## config.mk

```make
export PLATFORM = sky130hd
export DESIGN_NAME = scope_playback
export DESIGN_NICKNAME = d
export VERILOG_FILES = /design/src/rtl/scope_playback.sv
export SDC_FILE = /design/constraint.sdc
export NUM_CORES = 1
export LEC_CHECK = 0
export CELL_PAD_IN_SITES_DETAIL_PLACEMENT = 0
export CELL_PAD_IN_SITES_GLOBAL_PLACEMENT = 1
export CORE_MARGIN = 2
export CORE_UTILIZATION = 37
export DETAILED_ROUTE_END_ITERATION = 8
export PLACE_DENSITY_LB_ADDON = 0.1
export SKIP_CTS_REPAIR_TIMING = 1
export SYNTH_ARGS = -nofsm -noshare
export SYNTH_HDL_FRONTEND = slang
export SYNTH_SLANG_ARGS = --single-unit
export TNS_END_PERCENT = 1
```

## constraint.sdc

```tcl
create_clock -name i_clk -period 2.17 [get_ports i_clk]
set_input_delay 0.217 -clock i_clk [delete_from_list [all_inputs] [get_ports i_clk]]
set_output_delay 0.217 -clock i_clk [all_outputs]
set_load 0.05 [all_outputs]
```

## src/rtl/scope_playback.sv

```systemverilog
// scope_playback: snapshots a packed 3-bit-sample capture word on a start request
// and streams the samples out oldest first over a valid/ready handshake, with a
// running index and a one-cycle done pulse after the last accepted sample.
module scope_playback #(
   parameter int scope_bits = 16,
   parameter int idx_bits   = 4
) (
   input  logic                  i_clk,
   input  logic                  i_reset,          // synchronous, active-low
   input  logic [scope_bits-1:0] i_captured_data,
   input  logic                  i_start,
   input  logic                  i_sample_ready,
   output logic [2:0]            o_sample_out,
   output logic                  o_sample_valid,
   output logic [idx_bits-1:0]   o_sample_index,
   output logic                  o_busy,
   output logic                  o_done
);

   // One sample is always three bits wide; the remainder of the capture word
   // above the last whole sample is padding and never reaches an output.
   localparam int sample_bits = 3;
   localparam int num_samples = scope_bits / sample_bits;
   localparam int payload     = num_samples * sample_bits;

   localparam logic [idx_bits-1:0] last_idx = idx_bits'(num_samples - 1);

   typedef enum logic [1:0] {
      IDLE = 2'd0,
      SEND = 2'd1,
      DONE = 2'd2
   } state_t;

   state_t                r_state;
   state_t                w_next_state;
   logic [payload-1:0]    r_shadow;
   logic [payload-1:0]    w_shadow_next;
   logic [idx_bits-1:0]   r_index;
   logic [idx_bits-1:0]   w_index_next;
   logic [2:0]            r_sample_out;
   logic                  r_valid;
   logic                  r_busy;
   logic                  r_done;

   // Padding bits are deliberately ignored; fold them into a sink so the
   // intent is visible rather than leaving a dangling input slice.
   generate
      if (scope_bits > payload) begin : g_pad
         logic w_unused_pad;
         assign w_unused_pad = ^i_captured_data[scope_bits-1:payload];
      end
   endgenerate

   // Next-state logic: load on start, shift on each accepted sample, finish after the newest.
   always_comb begin
      // NOTE: every signal gets a default first so no path leaves it unassigned,
      // which would otherwise infer a latch.
      w_next_state  = r_state;
      w_shadow_next = r_shadow;
      w_index_next  = r_index;

      case (r_state)
         IDLE: begin
            if (i_start) begin
               w_next_state  = SEND;
               w_shadow_next = i_captured_data[payload-1:0];
               w_index_next  = '0;
            end
         end

         SEND: begin
            // A transfer happens only here, since sample_valid is high exactly in SEND.
            if (i_sample_ready) begin
               if (r_index == last_idx) begin
                  w_next_state = DONE;
               end else begin
                  // Oldest sample sits in the top bits; shift the next one up.
                  w_shadow_next = r_shadow << sample_bits;
                  w_index_next  = r_index + 1'b1;
               end
            end
         end

         DONE: begin
            // Start is ignored here; IDLE samples it on the following edge.
            w_next_state = IDLE;
         end

         default: begin
            w_next_state = IDLE;
         end
      endcase
   end

   // State, shadow and registered outputs, all updated on the rising edge.
   always_ff @(posedge i_clk) begin
      // NOTE: sequential state uses non-blocking assignments so every register
      // samples the pre-edge values regardless of statement order.
      if (!i_reset) begin
         r_state      <= IDLE;
         r_shadow     <= '0;
         r_index      <= '0;
         r_sample_out <= '0;
         r_valid      <= 1'b0;
         r_busy       <= 1'b0;
         r_done       <= 1'b0;
      end else begin
         r_state      <= w_next_state;
         r_shadow     <= w_shadow_next;
         r_index      <= w_index_next;
         r_sample_out <= (w_next_state == SEND) ? w_shadow_next[payload-1 -: sample_bits] : 3'd0;
         r_valid      <= (w_next_state == SEND);
         r_busy       <= (w_next_state != IDLE);
         r_done       <= (w_next_state == DONE);
      end
   end

   assign o_sample_out   = r_sample_out;
   assign o_sample_valid = r_valid;
   assign o_sample_index = r_index;
   assign o_busy         = r_busy;
   assign o_done         = r_done;

endmodule

```

==> qor.yml <==
rrSetupSlack_ns: 0.34
path_cells: "clkdlybuf4s50_1"
max_freq_mhz: 532.7
finalSetupViolations: 0
syn_area_mm2: 0.001318
cts_buffer_depth: 2
reg2reg_depth: 7
crit_required_ns: 1.95
yosysSeqAreaShare_pct: 41.03
rr_endpoint: "o_sample_out[2]"
clk_latency_ns: 0.33
ys_async_sr_fraction_pct: 0
layout_setup_ws_ns: 0.2927
wl_um: 2808
pwr-share-clk_pct: 23.9
p_sw_w: 0.0002658
maxUsedRoutingLayer: "met4"
drtIter0Drc: 48
areaGrowthSynthToFinish_pct: 26.40
seq_power_share_pct: 56.8
swShare_pct: 27.82
htree_levels: 1
grt_start_max_net_pins: 19
fin_crit_sh_pct: 86.51
pwr-share-comb_pct: 19.2
startpoint: "o_sample_index[2]"
place_congestion: 0.7057
ys_types: 35
layout_min_cycle_time_ns: 1.877
wl_met1_um: 1350
grt_setup_unrepaired: "no"
leakage_nw: 0.6760
tritoncts: "built"
worst_setup_path_start_kind: "flip-flop"
ant_nets: 0
drive_gt1_share_pct: 7.879
fin_nets: 188
globalRouteTotalUtil_pct: 14.68
syn_inst: 138
start_util_pct: 38.87
finalSetupTns_ns: 0
port_buffers: 28
post-place-ws_ns: 0.04280
dr.pass1.iters: 4
synth-seq-cells: 27
insertedDiodeCount: 0
hold_violations: 0
clock_skew_ns: 0.002896
synth_nets: 160
final_common_cell: "clkdlybuf4s50_1"
grt_pass1_vias: 1060
chipHeight_um: 63.67
worstMarginPinSlew_ns: 0.4926
cts_made_buffers: 3
clkSlewWorstSetupHoldPaths_ns: 0.15
grt_pass1_wl_um: 4767
place_hpwl_um: 2048
fin_cells: 211
p_int_w: 0.0006898
endpoint_kind: "primary output"
final_cell_mix: "clkdlybuf4s50_1, dfxtp_1, o31ai_1"
route.detailed.drc: 0
placed_cells: 207
placed_area_mm2: 0.001633
clock-sinks: 27
synth_warnings: 0
path_buf_inv: 1
outcome: "complete, no violations"
min_path_cells: 3
final_util_pct: 49.13
ios: 30
synth-edff-count: 0
antenna_found_initial: 0
fin_area_mm2: 0.001665
die_area_mm2: 0.004054
reg2reg_from: "o_sample_index[0]"
min_from: "i_captured_data[2]"
overflow: 0
syn_area_per_cell_um2: 9.547
slowest_delay_ns: 0.85
vias_per_cell: 5.227
hold_path_class: "input port to flip-flop"
met2_length_um: 1347
whs_endpoint: "r_shadow[2]"
coreArea_mm2: 0.003390
cp_top_family: "buffers and inverters"
route.met3.wl_um: 90
peakVddDrop_uv: 262.8
finalMaxSlewViolations: 0
routedWlPerCell_um: 13.31
synth_flop_cell: "dfxtp_1"
drv_cap: 0
row_count: 21
via_count: 1103
die_w_um: 63.67
path_class: "flip-flop to primary output"
max_slew_margin_pct: 67.06
crit_arrival_ns: 1.66
crit_fanout: 6
powerDensity_mw_per_mm2: 573.8
cp_slowest_cell: "clkdlybuf4s50_1"
cts-root-buf: "clkbuf_4"
[how the worst max path moves through the flow]
| stage | to | cells after the start | slack (ns) |
|---|---|---|---|
| after floorplan | o_sample_index[3] | 6 | 0.25 |
| after global placement | r_shadow[0] | 5 | 0.09 |
| after detailed placement | r_shadow[0] | 5 | 0.04 |
| after CTS | r_shadow[0] | 6 | 0.15 |
| after global routing | o_sample_index[2] | 1 | 0.20 |
| final | o_sample_index[2] | 1 | 0.29 |
[final cells by class]
class / count / area (um^2)
multi-input cells: 96 / 700.7
inverters: 5 / 18.77
fillers: 321 / 1724
repair buffers: 33 / 317.8
clock inverters: 1 / 7.507
flip-flops and latches: 27 / 540.5
well taps: 46 / 57.56
clock buffers: 3 / 22.52
[cell families (layout without fill, tap and decap cells)]
group	after synthesis	in the layout	share of synthesized area (%)
AOI/OAI and AO/OA	49	49	30.58
and+or+nand+nor	45	45	20.51
DFF	27	27	41.03
buffers and inverters	15	42	5.982
adders and majority gates	2	2	1.899
[power by group through the flow]
stage	Combinational, W	Sequential, W	Clock [W]
2_1_floorplan	0.000104	0.000569	0
3_3_place_gp	0.000183	0.000553	0
3_5_place_dp	0.000185	0.000555	0
4_1_cts	0.000185	0.000544	0.000236
5_1_grt	0.000200	0.000548	0.000259
6_report	0.000184	0.000543	0.000229
[Yosys cell counts, types with 3 or more instances]
cell	count	area share [%]
o31ai_1	10	5.7
nor2_1	8	2.3
nor4bb_1	3	2.3
nor2b_1	4	1.9
clkbuf_1	4	1.1
and2_0	3	1.4
nor3b_1	3	1.7
a21oi_1	5	1.9
o21ba_1	9	6.8
buf_2	3	1.1
nand2_1	9	2.6
a32o_1	9	6.8
o21ai_1	4	1.5
nand3_1	4	1.5
inv_1	5	1.4
a211o_1	3	2.0
dfxtp_1	27	41
[per-stage QoR]
step                      total power, W  hold slack, ns
after floorplan                0.0006738          0.3544
after global placement         0.0007362          0.4413
after detailed placement       0.0007394          0.4493
after CTS                      0.0009650          0.4178
after global routing            0.001006          0.4407
final                          0.0009556          0.4211
[state kept, by name (all words and copies together), names as in the netlist]
| name | cells |
|---|---|
| o_done | 1 |
| o_busy | 1 |
| r_state | 2 |
| o_sample_valid | 1 |
| o_sample_index | 4 |
| o_sample_out | 3 |
| r_shadow | 15 |
[layer usage]
layer / track usage, % / up-vias
li1: - / 565
met1: 18.68 / 518
met2: 24.87 / 18
met5: 0 / -
met4: 4.891 / 0
met3: 2.679 / 2
(Power assumes the default switching activity.)
